**config.mk**
```make
export PLATFORM = sky130hd
export DESIGN_NAME = fabric_mem_load_port_flat
export DESIGN_NICKNAME = d
export VERILOG_FILES = /design/src/rtl/fabric_mem_load_port_pkg.sv /design/src/rtl/fabric_mem_load_port_if.sv /design/src/rtl/fabric_mem_load_port_fifo.sv /design/src/rtl/fabric_mem_load_port.sv /design/src/flat_wrapper.sv
export SDC_FILE = /design/constraint.sdc
export NUM_CORES = 1
export LEC_CHECK = 0
export ABC_AREA = 1
export CELL_PAD_IN_SITES_DETAIL_PLACEMENT = 1
export CELL_PAD_IN_SITES_GLOBAL_PLACEMENT = 1
export CORE_AREA = 2 2 124 126
export CTS_CLUSTER_SIZE = 24
export DETAILED_ROUTE_END_ITERATION = 12
export DIE_AREA = 0 0 126 128
export GPL_TIMING_DRIVEN = 0
export PLACE_DENSITY_LB_ADDON = 0.25
export SLEW_MARGIN = 5
export SYNTH_ARGS = -nofsm -noshare
export SYNTH_HDL_FRONTEND = slang
export SYNTH_HIERARCHICAL = 1
export SYNTH_SLANG_ARGS = --single-unit
export TNS_END_PERCENT = 1
```
**constraint.sdc**
```tcl
create_clock -name clk -period 7.4 [get_ports clk]
set_input_delay 1.11 -clock clk [delete_from_list [all_inputs] [get_ports clk]]
set_output_delay 1.11 -clock clk [all_outputs]
set_load 0.05 [all_outputs]
```
**src/rtl/fabric_mem_load_port_pkg.sv**
```systemverilog
// Shared definitions for the fabric memory load port.
//   load_status_e   : marks whether a captured load was in range or out of range
//   MIN_QUEUE_DEPTH : smallest response queue the credit scheme can work with
//   idx_width()     : SRAM word-index width, never narrower than one bit
//   count_width()   : width of a counter that must reach the full depth value
package fabric_mem_load_port_pkg;

  typedef enum logic {
    LOAD_OK  = 1'b0,
    LOAD_OOB = 1'b1
  } load_status_e;

  localparam int MIN_QUEUE_DEPTH = 2;

  function automatic int idx_width(input int depth);
    return (depth > 1) ? $clog2(depth) : 1;
  endfunction

  function automatic int count_width(input int depth);
    return $clog2(depth + 1);
  endfunction

endpackage

```
**src/rtl/fabric_mem_load_port_if.sv**
```systemverilog
// Bus bundle for the load port: request channel, response channel and the
// SRAM read port.
//   req_valid/req_ready/req_data    : load request {tag, address}
//   resp_valid/resp_ready/resp_data : load response {tag, element}
//   mem_rd_en/mem_rd_addr           : SRAM read strobe and word index
//   mem_rd_data                     : SRAM data, one cycle after mem_rd_en
// The master modport is the requester/memory side, the slave modport is the
// load port itself.
interface fabric_mem_load_port_if
  import fabric_mem_load_port_pkg::*;
#(
  parameter int ELEM_WIDTH = 32,
  parameter int ADDR_WIDTH = 64,
  parameter int TAG_WIDTH  = 0,
  parameter int MEM_DEPTH  = 256
);

  localparam int IDX_W = idx_width(MEM_DEPTH);

  logic                            req_valid;
  logic                            req_ready;
  logic [ADDR_WIDTH+TAG_WIDTH-1:0] req_data;
  logic                            resp_valid;
  logic                            resp_ready;
  logic [ELEM_WIDTH+TAG_WIDTH-1:0] resp_data;
  logic                            mem_rd_en;
  logic [IDX_W-1:0]                mem_rd_addr;
  logic [ELEM_WIDTH-1:0]           mem_rd_data;

  modport master (
    output req_valid, req_data, resp_ready, mem_rd_data,
    input  req_ready, resp_valid, resp_data, mem_rd_en, mem_rd_addr
  );

  modport slave (
    input  req_valid, req_data, resp_ready, mem_rd_data,
    output req_ready, resp_valid, resp_data, mem_rd_en, mem_rd_addr
  );

endinterface

```
**src/rtl/fabric_mem_load_port_fifo.sv**
```systemverilog
// fabric_sync_fifo: synchronous FIFO used as the load response queue.
//   clk, rst : clock and synchronous active-high reset
//   wr_en    : push wr_data (ignored when full unless a pop happens too)
//   rd_en    : pop the head (ignored when empty)
//   rd_data  : current head entry
//   count    : number of stored entries, 0..DEPTH
// Pointers wrap explicitly at DEPTH so non-power-of-two depths work.
module fabric_sync_fifo
  import fabric_mem_load_port_pkg::*;
#(
  parameter int WIDTH = 8,
  parameter int DEPTH = 4
) (
  input  logic                          clk,
  input  logic                          rst,
  input  logic                          wr_en,
  input  logic [WIDTH-1:0]              wr_data,
  input  logic                          rd_en,
  output logic [WIDTH-1:0]              rd_data,
  output logic [count_width(DEPTH)-1:0] count
);

  localparam int PTR_W = idx_width(DEPTH);
  localparam int CNT_W = count_width(DEPTH);

  logic [WIDTH-1:0] mem [DEPTH];
  logic [PTR_W-1:0] wr_ptr;
  logic [PTR_W-1:0] rd_ptr;
  logic             do_wr;
  logic             do_rd;

  function automatic logic [PTR_W-1:0] ptr_inc(input logic [PTR_W-1:0] ptr);
    return (ptr == PTR_W'(DEPTH - 1)) ? '0 : ptr + PTR_W'(1);
  endfunction

  // A pop frees the slot in the same cycle, so a push into a full queue is
  // accepted when it coincides with a pop.
  assign do_rd   = rd_en && (count != '0);
  assign do_wr   = wr_en && ((count != CNT_W'(DEPTH)) || do_rd);
  assign rd_data = mem[rd_ptr];

  // Pointer and occupancy bookkeeping.
  always_ff @(posedge clk) begin
    if (rst) begin
      wr_ptr <= '0;
      rd_ptr <= '0;
      count  <= '0;
    end else begin
      if (do_wr) wr_ptr <= ptr_inc(wr_ptr);
      if (do_rd) rd_ptr <= ptr_inc(rd_ptr);
      if (do_wr && !do_rd)      count <= count + CNT_W'(1);
      else if (!do_wr && do_rd) count <= count - CNT_W'(1);
    end
  end

  // Storage carries no reset; only the pointers define what is valid.
  always_ff @(posedge clk) begin
    if (do_wr) mem[wr_ptr] <= wr_data;
  end

endmodule

```
**src/rtl/fabric_mem_load_port.sv**
```systemverilog
// fabric_mem_load_port: turns {tag, address} load requests into SRAM reads
// and returns {tag, element} responses in request order.
//   clk, rst : clock and synchronous active-high reset
//   bus      : request, response and SRAM read channels (slave modport)
//   err_oob  : sticky flag, set by any request at or beyond MEM_DEPTH
// Out-of-range requests skip the SRAM and return a zero element. The credit
// counter tracks queued plus in-flight loads, so a queue slot always exists
// for every load that has been accepted.
module fabric_mem_load_port
  import fabric_mem_load_port_pkg::*;
#(
  parameter int ELEM_WIDTH  = 32,
  parameter int ADDR_WIDTH  = 64,
  parameter int TAG_WIDTH   = 0,
  parameter int MEM_DEPTH   = 256,
  parameter int QUEUE_DEPTH = 4
) (
  input  logic                  clk,
  input  logic                  rst,
  fabric_mem_load_port_if.slave bus,
  output logic                  err_oob
);

  localparam int IDX_W   = idx_width(MEM_DEPTH);
  localparam int ENTRY_W = ELEM_WIDTH + TAG_WIDTH;
  localparam int CNT_W   = count_width(QUEUE_DEPTH);
  // Wide enough to hold both any address and MEM_DEPTH itself.
  localparam int CMP_W   = (ADDR_WIDTH > 32) ? ADDR_WIDTH : 33;

  if (ELEM_WIDTH < 1 || ADDR_WIDTH < 1 || MEM_DEPTH < 1 ||
      QUEUE_DEPTH < MIN_QUEUE_DEPTH) begin : g_bad_params
    $fatal(1, "fabric_mem_load_port: illegal parameter combination");
  end

  logic [ADDR_WIDTH-1:0] req_addr;
  logic [CMP_W-1:0]      req_addr_ext;
  logic                  in_range;
  logic                  fire;
  logic                  pop;
  logic [CNT_W-1:0]      credit_q;
  logic                  inflight_valid_q;
  load_status_e          inflight_status_q;
  logic [ELEM_WIDTH-1:0] load_elem;
  logic [ENTRY_W-1:0]    fifo_wr_data;
  logic [CNT_W-1:0]      fifo_count;

  assign req_addr     = bus.req_data[ADDR_WIDTH-1:0];
  assign req_addr_ext = CMP_W'(req_addr);
  assign in_range     = req_addr_ext < CMP_W'(MEM_DEPTH);

  // Readiness depends only on the credit register (and reset), never on
  // resp_ready or req_valid.
  assign bus.req_ready   = !rst && (credit_q < CNT_W'(QUEUE_DEPTH));
  assign fire            = bus.req_valid && bus.req_ready;
  assign bus.mem_rd_en   = fire && in_range;
  assign bus.mem_rd_addr = bus.mem_rd_en ? IDX_W'(req_addr) : '0;

  assign bus.resp_valid = (fifo_count != '0);
  assign pop            = bus.resp_valid && bus.resp_ready;

  // Credit counter, one-stage in-flight register and the sticky OOB flag.
  always_ff @(posedge clk) begin
    if (rst) begin
      credit_q          <= '0;
      inflight_valid_q  <= 1'b0;
      inflight_status_q <= LOAD_OK;
      err_oob           <= 1'b0;
    end else begin
      inflight_valid_q  <= fire;
      inflight_status_q <= in_range ? LOAD_OK : LOAD_OOB;
      if (fire && !in_range) err_oob <= 1'b1;
      if (fire && !pop)      credit_q <= credit_q + CNT_W'(1);
      else if (!fire && pop) credit_q <= credit_q - CNT_W'(1);
    end
  end

  // SRAM data arrives alongside the in-flight entry; OOB loads return zero.
  assign load_elem = (inflight_status_q == LOAD_OOB) ? '0 : bus.mem_rd_data;

  if (TAG_WIDTH > 0) begin : g_tag
    logic [TAG_WIDTH-1:0] inflight_tag_q;

    // The tag travels with the load through the in-flight stage.
    always_ff @(posedge clk) begin
      if (rst)       inflight_tag_q <= '0;
      else if (fire) inflight_tag_q <= bus.req_data[ADDR_WIDTH +: TAG_WIDTH];
    end

    assign fifo_wr_data = {inflight_tag_q, load_elem};
  end else begin : g_no_tag
    assign fifo_wr_data = load_elem;
  end

  fabric_sync_fifo #(
    .WIDTH (ENTRY_W),
    .DEPTH (QUEUE_DEPTH)
  ) u_resp_queue (
    .clk     (clk),
    .rst     (rst),
    .wr_en   (inflight_valid_q),
    .wr_data (fifo_wr_data),
    .rd_en   (pop),
    .rd_data (bus.resp_data),
    .count   (fifo_count)
  );

endmodule

```
**src/flat_wrapper.sv**
```systemverilog
// flat-port wrapper written by rule: the top's interface ports become plain ports
module fabric_mem_load_port_flat import fabric_mem_load_port_pkg::*;
#(
  parameter int ELEM_WIDTH  = 32,
  parameter int ADDR_WIDTH  = 64,
  parameter int TAG_WIDTH   = 0,
  parameter int MEM_DEPTH   = 256,
  parameter int QUEUE_DEPTH = 4
)
  (clk, rst, err_oob, bus_req_valid, bus_req_data, bus_resp_ready, bus_mem_rd_data, bus_req_ready, bus_resp_valid, bus_resp_data, bus_mem_rd_en, bus_mem_rd_addr);
  fabric_mem_load_port_if #(.ELEM_WIDTH(ELEM_WIDTH), .ADDR_WIDTH(ADDR_WIDTH), .TAG_WIDTH(TAG_WIDTH), .MEM_DEPTH(MEM_DEPTH)) bus_i ();
  input  logic clk;
  input  logic rst;
  output logic err_oob;
  input wire logic [$bits(bus_i.req_valid)-1:0] bus_req_valid;
  input wire logic [$bits(bus_i.req_data)-1:0] bus_req_data;
  input wire logic [$bits(bus_i.resp_ready)-1:0] bus_resp_ready;
  input wire logic [$bits(bus_i.mem_rd_data)-1:0] bus_mem_rd_data;
  output wire logic [$bits(bus_i.req_ready)-1:0] bus_req_ready;
  output wire logic [$bits(bus_i.resp_valid)-1:0] bus_resp_valid;
  output wire logic [$bits(bus_i.resp_data)-1:0] bus_resp_data;
  output wire logic [$bits(bus_i.mem_rd_en)-1:0] bus_mem_rd_en;
  output wire logic [$bits(bus_i.mem_rd_addr)-1:0] bus_mem_rd_addr;
  assign bus_i.req_valid = bus_req_valid;
  assign bus_i.req_data = bus_req_data;
  assign bus_i.resp_ready = bus_resp_ready;
  assign bus_i.mem_rd_data = bus_mem_rd_data;
  assign bus_req_ready = bus_i.req_ready;
  assign bus_resp_valid = bus_i.resp_valid;
  assign bus_resp_data = bus_i.resp_data;
  assign bus_mem_rd_en = bus_i.mem_rd_en;
  assign bus_mem_rd_addr = bus_i.mem_rd_addr;
  fabric_mem_load_port #(.ELEM_WIDTH(ELEM_WIDTH), .ADDR_WIDTH(ADDR_WIDTH), .TAG_WIDTH(TAG_WIDTH), .MEM_DEPTH(MEM_DEPTH), .QUEUE_DEPTH(QUEUE_DEPTH)) u_core (.clk(clk), .rst(rst), .bus(bus_i), .err_oob(err_oob));
endmodule
```
==> impl_results.md, run 1 <==
- Via Count: 4741
- Netlist cell types: 25
- Minimum clock period: 4440 ps
- CTS root buffer: clkbuf_16
- Slowest-stage cell, CP: clkdlybuf4s50_1
- Kind of critical path: primary input to output port
- Sequential area share after synthesis: 68.0%
- CTS tree: done
- Initial antenna violation count: 0
- RSZ-0062 raised after global routing: no
- CTS Buffer Depth: 2
- CTS H-Tree Depth: 4
- Arrival time at the worst endpoint: 3330 ps
- Critical path data required time: 6290 ps
- Post-synthesis instance area: 6090 um^2
- First-pass GRT wire length: 27400 um
- # diodes: 0
- Nets: 824
- Synth top area share: 63.1%
- Asr flop ratio synth: 0%
- DP HPWL: 11700 um
- Routed Antenna Nets: 0
- Max Cap Viol: 0
- Final worst-path cycle share: 60.0%
- Crit-path cells: clkdlybuf4s50_1, nor2_1, nand2_1, nor2_1, nand2_1, nor2_4, nand3_4, nor2_1, clkdlybuf4s50_1
- Post-DR vias/cell: 5.18
- Highest cell delay on the worst timing path: 820 ps
- Clk_lat worst skew: 420 ps
- Leakage power: 3.24 nW
- Initial Util: 41.0%
- Core area: 14900 um^2
- Synth area leader: edfxtp_1
- Relative slew slack: 45.7%
- Drc violations: 0
- Syn_nets: 658
- Leading cell type by number of instances after synthesis: nor2_1
- Pwr/cell area: 374 nW/um^2
- Clock tree sinks: 143
- Worst-path clk slew: 60 ps
- Vias in the first global route: 5221
- Cts hold-fix bufs: 0
- Outcome: finished clean
- Gr usage total: 22.8%
- IO Count: 144
- Tot Pwr: 0.00320 W
- Crit-path leading delay family: buffers and inverters
- Die height: 128 um
- Synth Flop Type: edfxtp_1
- Final instance area: 8550 um^2
- Crit. End Element: output port
- Area growth syn-to-layout: 40.3%
- Fin. Hold Viols: 0
- Top post-synthesis cells by count: nor2_1, edfxtp_1, inv_1
- Largest net degree at the start of global routing: 23
- Wire length per cell: 19.6 um
- Drt pass-1 iters: 4
- Finish-stage setup viols: 0
- FMAX: 225 MHz
- Fin. max-slew vios: 0
- Least-Margin Pin Slew: 814 ps
- Hold Slack: 457 ps
- Cell mode on critical path: nor2_1
- Placement Rows: 45
- Post-synth EDFFs: 128
- Largest cells by area after synthesis: edfxtp_1, nor2_1, dfxtp_1
- Fin util: 57.5%
- Synth warn: 6
- Sum Neg Setup Slack: 0 ps
- Worst Path Max Fanout: 9
- Total gr overflow: 0
- CP Launch Type: primary input
- Die width: 126 um
- Cells after Synth: 549
- VDD IR-drop max: 181 uV
- Clock skew: 12.6 ps
- Die area: 16100 um^2
- CP Buf/Inv Count: 2
- Cell Area, Placed: 7890 um^2
- Final WL: 17900 um
- Hold WC Path Type: register to register
- Synthesized area per cell: 11.1 um^2
- RD Place Congestion: 0.731
- FILL cells: 1568
- Setup bufs post-CTS: 0
- Share of cells above drive strength 1: 9.20%
- Port Buffer Count: 143
- Total CTS buffers: 17
- Initial drt markers: 285
- Synth Register Bits: 143
- Post-CTS resize count: 0
[path summary, 6_finish.rpt]
check / startpoint / slack [ps] / endpoint / cells past startpoint
worst max-delay path: bus_req_data[31] / 2960 / bus_mem_rd_addr[0] / 9
worst min register to register: u_core/err_oob / 460 / u_core/err_oob / 2
worst min-delay path: u_core/err_oob / 460 / u_core/err_oob / 2
worst max register to register: u_core/u_resp_queue/count[1] / 4610 / u_core/u_resp_queue/count[1] / 12
[through the flow]
stage,setup slack (ps),instances
detailed placement,2930,884
CTS,2930,916
global route,2860,916
global placement,2280,880
floorplan,3380,549
finish,2960,916
[tightest hold or removal path: stages, from the launching register on]
cell,delay [ps]
dfxtp_1,310
nand2_1,60
nand2_1,50
[power breakdown]
part	internal [W]	leakage (nW)	switching (W)
clock	0.000631	0.325	0.000332
sequential	0.000955	1.30	0.0000384
combinational	0.000413	1.62	0.000830
[area by class of cell]
type	count	area, um^2	area share, %
Buffer	22	169	1.97
Clock buffer	17	425	4.97
Clock inverter	15	241	2.82
Inverter	65	251	2.94
Multi-Input combinational cell	319	1560	18.2
Sequential cell	143	4140	48.4
Tap cell	188	235	2.75
Timing Repair Buffer	147	1530	17.8
[registers in the layout (all words and copies together), names as in the netlist, named ones only]
signal                      count
u_core/u_resp_queue/wr_ptr      2
u_core/err_oob                  1
u_core/u_resp_queue/rd_ptr      2
u_core/inflight_status_q        1
u_core/inflight_valid_q         1
u_core/u_resp_queue/count       3
u_core/credit_q                 3
u_core/u_resp_queue/mem       128
[cells by family after synthesis]
logic type                 synth area share (%)
xor gates and xnor gates                  0.431
and+or+nand+nor                            13.3
adders and majority gates                  2.09
AOI/OAI and AO/OA                          9.28
DFF                                        68.0
buffers and inverters                      6.90
[metal layers]
| metal | global-route usage (%) | part of all wire [%] |
|---|---|---|
| met1 | 24.0 | 38 |
| met2 | 42.6 | 54 |
| met5 | 0 | 0 |
| met3 | 6.51 | 6.6 |
| met4 | 9.24 | 1.9 |
[layout by cell type, fill, tap and decap left out, types with 3 or more instances in the layout]
cell | netlist | routed
nor2_1 | 154 | 150
clkdlybuf4s50_1 | 0 | 143
edfxtp_1 | 128 | 128
inv_1 | 63 | 63
o21ai_0 | 39 | 39
nand2_1 | 33 | 33
o22ai_1 | 32 | 32
o21ai_1 | 28 | 28
clkbuf_16 | 0 | 17
dfxtp_1 | 15 | 15
buf_6 | 9 | 9
ha_1 | 7 | 7
bufinv_16 | 0 | 6
nor2_4 | 2 | 6
a21oi_1 | 6 | 6
buf_2 | 6 | 6
nand3_1 | 5 | 5
clkbuf_1 | 4 | 4
nor2_2 | 4 | 4
clkinv_2 | 0 | 3
clkinv_4 | 0 | 3
xor2_1 | 3 | 3
buf_4 | 3 | 3
Power figures use the tool's default switching activity.
==> run 2, diff against run 1 <==
--- a/config.mk
+++ b/config.mk
@@ -8,10 +8,10 @@
 export ABC_AREA = 1
 export CELL_PAD_IN_SITES_DETAIL_PLACEMENT = 1
 export CELL_PAD_IN_SITES_GLOBAL_PLACEMENT = 1
-export CORE_AREA = 2 2 124 126
+export CORE_AREA = 2 2 129 131
 export CTS_CLUSTER_SIZE = 24
 export DETAILED_ROUTE_END_ITERATION = 12
-export DIE_AREA = 0 0 126 128
+export DIE_AREA = 0 0 131 133
 export GPL_TIMING_DRIVEN = 0
 export PLACE_DENSITY_LB_ADDON = 0.25
 export SLEW_MARGIN = 5
==> constraint.sdc (replaced) <==
create_clock -name clk -period 4.5 [get_ports clk]
set_input_delay 0.675 -clock clk [delete_from_list [all_inputs] [get_ports clk]]
set_output_delay 0.675 -clock clk [all_outputs]
set_load 0.05 [all_outputs]
==> run 2 against run 1 <==
Compared with the run above: first-iteration DRC count fell by 23%; clock power rose by 59%; sequential power rose by 64%; combinational power rose by 62%; die area rose by 8.0%; register-to-register slack got worse by 2800 ps; clock-buffer cell count rose by 2.
==> impl_results.md, run 2 (synthesis results as in run 1) <==
- Biggest register: u_core/u_resp_queue/mem
- RR Endpoint: u_core/u_resp_queue/count[1]
- Initial Util: 37.7% (-3.3 points)
- CTS H-Tree Depth: 4 (unchanged)
- Post-CTS resize count: 0 (unchanged)
- Post-DR vias/cell: 4.84 (-6.4%)
- Most frequent cells in the layout: nor2_1, clkdlybuf4s50_1, edfxtp_1
- R2R Setup Slk: 1820 ps (-2790 ps)
- Share of cells above drive strength 1: 9.07% (-0.14 points)
- Clk_lat worst skew: 430 ps (about the same)
- CP Buf/Inv Count: 3 (+1)
- FMAX: 283 MHz
- Nets: 824 (unchanged)
- Kind of critical path: primary input to output port
- Crit-path leading delay family: buffers and inverters
- Sequential share of power: 31.5% (+0.4 points)
- Die area: 17400 um^2 (+8.0%)
- Area growth syn-to-layout: 40.6%
- Final worst-path cycle share: 78.4%
- Clk pwr share: 29.6% (-0.5 points)
- NetSw: 0.00193 W (+61%)
- Setup bufs post-CTS: 0 (unchanged)
- VDD IR-drop max: 295 uV (+63%)
- Core area: 16200 um^2 (+8.8%)
- Max FFs per register: 128 (unchanged)
- Initial drt markers: 219 (-23%)
- Final worst slack: 971 ps (-1990 ps)
- CTS Buffer Depth: 2 (unchanged)
- FILL cells: 1687 (+7.6%)
- Multi-input logic area: 1560 um^2 (unchanged)
- Critical R2R Launch: u_core/u_resp_queue/count[1]
- Crit-path cells: clkdlybuf4s50_1, nor2_1, nand2_1, inv_1, nand3_4, nor2_2, clkdlybuf4s50_1
- Vias in the first global route: 5076 (-2.8%)
- Worst Path Max Fanout: 9 (unchanged)
- Pwr/cell area: 603 nW/um^2 (+61%)
- Total CTS buffers: 17 (unchanged)
- Placement Rows: 47 (+4.4%)
- Initial antenna violation count: 0 (unchanged)
- Gr usage total: 20.3% (-2.5 points)
- Slowest-stage cell, CP: clkdlybuf4s50_1
- Hold Slack: 458 ps (+0.430 ps)
- # diodes: 0 (unchanged)
- Final non-filler cell total: 948 (+3.5%)
- Reg area: 4140 um^2 (unchanged)
- Fin. max-slew vios: 0 (unchanged)
- CTS root buffer: clkbuf_16
- Hold WC Path Type: register to register
- Least-Margin Pin Slew: 668 ps (-146 ps)
- Cell mode on critical path: clkdlybuf4s50_1
- Drt pass-1 iters: 4 (unchanged)
- Clock tree sinks: 143 (unchanged)
- CTS tree: done
- Total gr overflow: 0 (unchanged)
- First-pass GRT wire length: 26300 um (-4.0%)
- IO Count: 144 (unchanged)
- Setup WS pre-CTS: 910 ps (-2020 ps)
- Highest cell delay on the worst timing path: 830 ps (about the same)
- Dpl cells: 916 (+3.6%)
- Worst Hold Launch: u_core/err_oob
- Finish-stage setup viols: 0 (unchanged)
- RSZ-0062 raised after global routing: no
- Final WL: 16600 um (-7.5%)
- CP Launch Type: primary input
- Hold path cells: 2 (unchanged)
- Die width: 131 um (+4.0%)
- RD Place Congestion: 0.719 (-1.6%)
- DP HPWL: 11400 um (-2.0%)
- Wire length per cell: 17.5 um (-11%)
- Worst hold endpoint: u_core/err_oob
- Clock skew: 6.81 ps (-5.79 ps)
- Worst-path clk slew: 50 ps (about the same)
- Commonest non-fill, non-tap cell in the layout: nor2_1
- Outcome: finished clean
- Largest regs: u_core/u_resp_queue/mem (128), u_core/credit_q (3), u_core/u_resp_queue/count (3)
- Arrival time at the worst endpoint: 2850 ps (-480 ps)
- Crit. End Element: output port
- Fin. Hold Viols: 0 (unchanged)
- Internal power: 0.00323 W (+62%)
- Sw Ratio: 37.4% (-0.13 points)
- Fin util: 53.0% (-4.6 points)
- Largest net degree at the start of global routing: 26 (+13%)
- R2r worst-path depth: 12 (unchanged)
- Critical path data required time: 3830 ps (-2460 ps)
- Port Buffer Count: 143 (unchanged)
- Leakage power: 3.23 nW (-0.51%)
- Die height: 133 um (+3.9%)
- Max Cap Viol: 0 (unchanged)
- Comb power frac: 38.9% (about the same)
- Minimum clock period: 3530 ps
- Cts hold-fix bufs: 0 (unchanged)
- Drc violations: 0 (unchanged)
- Via Count: 4591 (-3.2%)
- Routed Antenna Nets: 0 (unchanged)
- Relative slew slack: 55.4% (+9.7 points)
- Tot Pwr: 0.00516 W (+61%)
run 2: changes by cell type in the layout (fill, tap and decap cells not counted):
cell and delta:
clkbuf_1 +2, bufinv_16 -1, clkinv_1 -1, clkinv_2 -1
clkinv_4 -1, clkinvlp_4 +1, inv_6 +1
run 2: worst max-delay path by stage:
stage / start / to / cells past startpoint
2_1_floorplan: rst / bus_mem_rd_addr[0] / 5
3_3_place_gp: bus_resp_ready / u_core/u_resp_queue/mem[0][4] / 7
3_5_place_dp: rst / bus_mem_rd_addr[4] / 7
4_1_cts: rst / bus_mem_rd_addr[4] / 7
5_1_grt: rst / bus_mem_rd_addr[4] / 7
6_report: rst / bus_mem_rd_addr[4] / 7
run 2: per-layer routing:
metal / global-route usage [%] / share of wire, %
met2: 36.9 / 54
met1: 22.7 / 39
met3: 5.26 / 5.5
met5: 0 / 0
met4: 6.91 / 1.4
run 2: area by class of cell:
| class | count | area share (%) |
|---|---|---|
| Timing Repair Buffer | 147 | 17.8 |
| Multi-Input combinational cell | 319 | 18.2 |
| Inverter | 65 | 2.93 |
| Sequential cell | 143 | 48.4 |
| Clock inverter | 13 | 2.45 |
| Buffer | 22 | 1.97 |
| Tap cell | 220 | 3.21 |
| Clock buffer | 19 | 5.05 |
run 2: through the flow:
stage	cell area, um^2	setup TNS, ps
after floorplan	6090	0
after global placement	7800	-18250
after detailed placement	7930	0
after CTS	8570	0
after global routing	8570	0
final	8570	0
run 2: worst min-delay path: stages (launching register included):
cell,delay (ps)
dfxtp_1,310
nand2_1,60
nand2_1,50
run 2: power groups by stage:
stage	registers, W	logic (W)	clock network [W]
floorplan	0.00165	0.00128	0
global placement	0.00166	0.00194	0
detailed placement	0.00166	0.00202	0
CTS	0.00163	0.00203	0.00155
global route	0.00164	0.00215	0.00160
finish	0.00163	0.00201	0.00153
==> run 3, diff against run 2 <==
--- a/config.mk
+++ b/config.mk
@@ -8,10 +8,10 @@
 export ABC_AREA = 1
 export CELL_PAD_IN_SITES_DETAIL_PLACEMENT = 1
 export CELL_PAD_IN_SITES_GLOBAL_PLACEMENT = 1
-export CORE_AREA = 2 2 129 131
+export CORE_AREA = 2 2 135 137
 export CTS_CLUSTER_SIZE = 24
 export DETAILED_ROUTE_END_ITERATION = 12
-export DIE_AREA = 0 0 131 133
+export DIE_AREA = 0 0 137 139
 export GPL_TIMING_DRIVEN = 0
 export PLACE_DENSITY_LB_ADDON = 0.25
 export SLEW_MARGIN = 5
==> constraint.sdc (replaced) <==
create_clock -name clk -period 2.97 [get_ports clk]
set_input_delay 0.4455 -clock clk [delete_from_list [all_inputs] [get_ports clk]]
set_output_delay 0.4455 -clock clk [all_outputs]
set_load 0.05 [all_outputs]
==> run 3 against run 2 <==
Compared with the run above: core utilization is 4.7 points lower; wire length up 1.1%; first-iteration DRC count did not move; critical endpoint is now bus_resp_data[14]; critical path depth decreased by 3; largest cell class unchanged; non-clock buffer count did not move; highest routed layer unchanged; die area grew 9.3%; clock skew is 2.1 ps higher; register-to-register slack got worse by 1500 ps.
==> impl_results.md, run 3 (synthesis results as in run 1) <==
- Cell Area, Placed: 7920 um^2 (about the same)
- Arrival time at the worst endpoint: 2430 ps (-420 ps)
- FMAX: 348 MHz
- Sum Neg Setup Slack: 0 ps (unchanged)
- Initial drt markers: 219 (unchanged)
- Hold WC Path Type: register to register
- Die width: 137 um (+4.6%)
- Fin. Hold Viols: 0 (unchanged)
- Relative slew slack: 54.0% (-1.5 points)
- Pwr/cell area: 900 nW/um^2 (+49%)
- Most frequent cells in the layout: nor2_1, clkdlybuf4s50_1, edfxtp_1
- Initial antenna violation count: 0 (unchanged)
- Largest regs: u_core/u_resp_queue/mem (128), u_core/credit_q (3), u_core/u_resp_queue/count (3)
- Largest net degree at the start of global routing: 24 (-7.7%)
- Finish-stage setup viols: 0 (unchanged)
- Vias in the first global route: 5118 (+0.83%)
- CP Buf/Inv Count: 2 (-1)
- Clk_lat worst skew: 420 ps (about the same)
- Fin util: 48.3% (-4.7 points)
- Final worst slack: 98.8 ps (-872 ps)
- DP HPWL: 11800 um (+3.7%)
- # diodes: 0 (unchanged)
- RSZ-0062 raised after global routing: no
- Outcome: finished clean
- Multi-input logic area: 1560 um^2 (+0.16%)
- Area growth syn-to-layout: 39.8%
- Dpl cells: 925 (+0.98%)
- Die height: 139 um (+4.5%)
- Fin. max-slew vios: 0 (unchanged)
- Routed Antenna Nets: 0 (unchanged)
- Total gr overflow: 0 (unchanged)
- Reg area: 4140 um^2 (unchanged)
- Final WL: 16800 um (+1.1%)
- Final worst-path cycle share: 96.7%
- Worst Path Max Fanout: 10 (+1)
- Final instance area: 8520 um^2 (-0.54%)
- Core area: 17700 um^2 (+9.2%)
- Highest cell delay on the worst timing path: 840 ps (about the same)
- Least-Margin Pin Slew: 690 ps (+22.2 ps)
- Worst-path clk slew: 50 ps (about the same)
- Drt pass-1 iters: 4 (unchanged)
- Total CTS buffers: 17 (unchanged)
- Die area: 19000 um^2 (+9.3%)
- Gr usage total: 18.3% (-2.0 points)
- Max FFs per register: 128 (unchanged)
- Slowest-stage cell, CP: clkdlybuf4s50_1
- Initial Util: 34.5% (-3.2 points)
- Wire length per cell: 17.5 um (+0.17%)
- IO Count: 144 (unchanged)
- CTS H-Tree Depth: 4 (unchanged)
- CTS root buffer: clkbuf_16
- Drc violations: 0 (unchanged)
- Final non-filler cell total: 957 (+0.95%)
- CTS tree: done
- Post-DR vias/cell: 4.88 (+0.76%)
- CTS Buffer Depth: 2 (unchanged)
- Clock skew: 8.87 ps (+2.05 ps)
- Share of cells above drive strength 1: 8.38% (-0.69 points)
- Max Cap Viol: 0 (unchanged)
- VDD IR-drop max: 438 uV (+49%)
- Commonest non-fill, non-tap cell in the layout: nor2_1
- Biggest register: u_core/u_resp_queue/mem
- Crit-path cells: clkbuf_1, o21ai_0, o22ai_1, clkdlybuf4s50_1
- Kind of critical path: register to output port
- Setup bufs post-CTS: 0 (unchanged)
- Crit. End Element: output port
- Leakage power: 3.31 nW (+2.7%)
- Critical path data required time: 2520 ps (-1310 ps)
- Minimum clock period: 2870 ps
- CP Launch Type: register
- Nets: 824 (unchanged)
- Clock tree sinks: 143 (unchanged)
- Port Buffer Count: 143 (unchanged)
- RD Place Congestion: 0.723 (+0.51%)
- Via Count: 4670 (+1.7%)
- Crit-path leading delay family: buffers and inverters
- First-pass GRT wire length: 26300 um (-0.11%)
- FILL cells: 1879 (+11%)
- Placement Rows: 49 (+4.3%)
- Setup WS pre-CTS: -55.2 ps (-965 ps)
## run 3: changes by cell type in the layout (fill, tap and decap cells not counted), sizes merged, moves of 2 or more
cell	delta
dlymetal6s2s	+7
clkbuf	+6
dlygate4sd2	+8
clkinvlp	-2
clkdlybuf4s50	-15
inv	-2
## run 3: final cells by class
type	instances	area share [%]
flip-flops and latches	143	48.6
clock inverters	7	1.59
clock buffers	25	5.34
plain buffers	22	1.98
well taps	229	3.36
multi-input cells	319	18.3
repair buffers	147	17.8
inverters	65	2.95
## run 3: power breakdown
part / switching, W / internal [W]
Clock: 0.000751 / 0.00140
Combinational: 0.00203 / 0.00102
Sequential: 0.0000875 / 0.00238
## run 3: per-stage QoR
step	hold slack [ps]	total power, W
after CTS	474	0.00775
after floorplan	445	0.00444
final	467	0.00767
after global placement	449	0.00546
after detailed placement	459	0.00558
after global routing	493	0.00801
## run 3: what timing repair did
item	4_1_cts	5_1_grt
setup endpoints to repair	8	9
hold buffers	0	0
gates resized for setup	8	8
## run 3: worst paths after layout
path / startpoint / end / slack [ps] / cells past startpoint
setup / recovery: register / bus_resp_data[14] / 100 / 4
hold reg to reg: u_core/err_oob / u_core/err_oob / 470 / 2
setup reg to reg: u_core/u_resp_queue/count[1] / u_core/u_resp_queue/count[1] / 320 / 12
hold / removal: u_core/err_oob / u_core/err_oob / 470 / 2
## run 3: worst reg2reg max path: stages (launching register included)
cell and delay, ps:
dfxtp_1 350, or3_1 420, nand2_1 110, inv_1 100
nor2_1 140, nand2_1 160, nand2_2 240, inv_1 80
ha_1 210, inv_1 90, fa_1 430, o21ai_0 160
nor2_1 50
## run 3: per-layer routing
layer  share of wire, %  GRT usage (%)
met5                  0              0
met4                1.6           6.02
met3                6.7           4.93
met2                 53           33.2
met1                 39           20.6
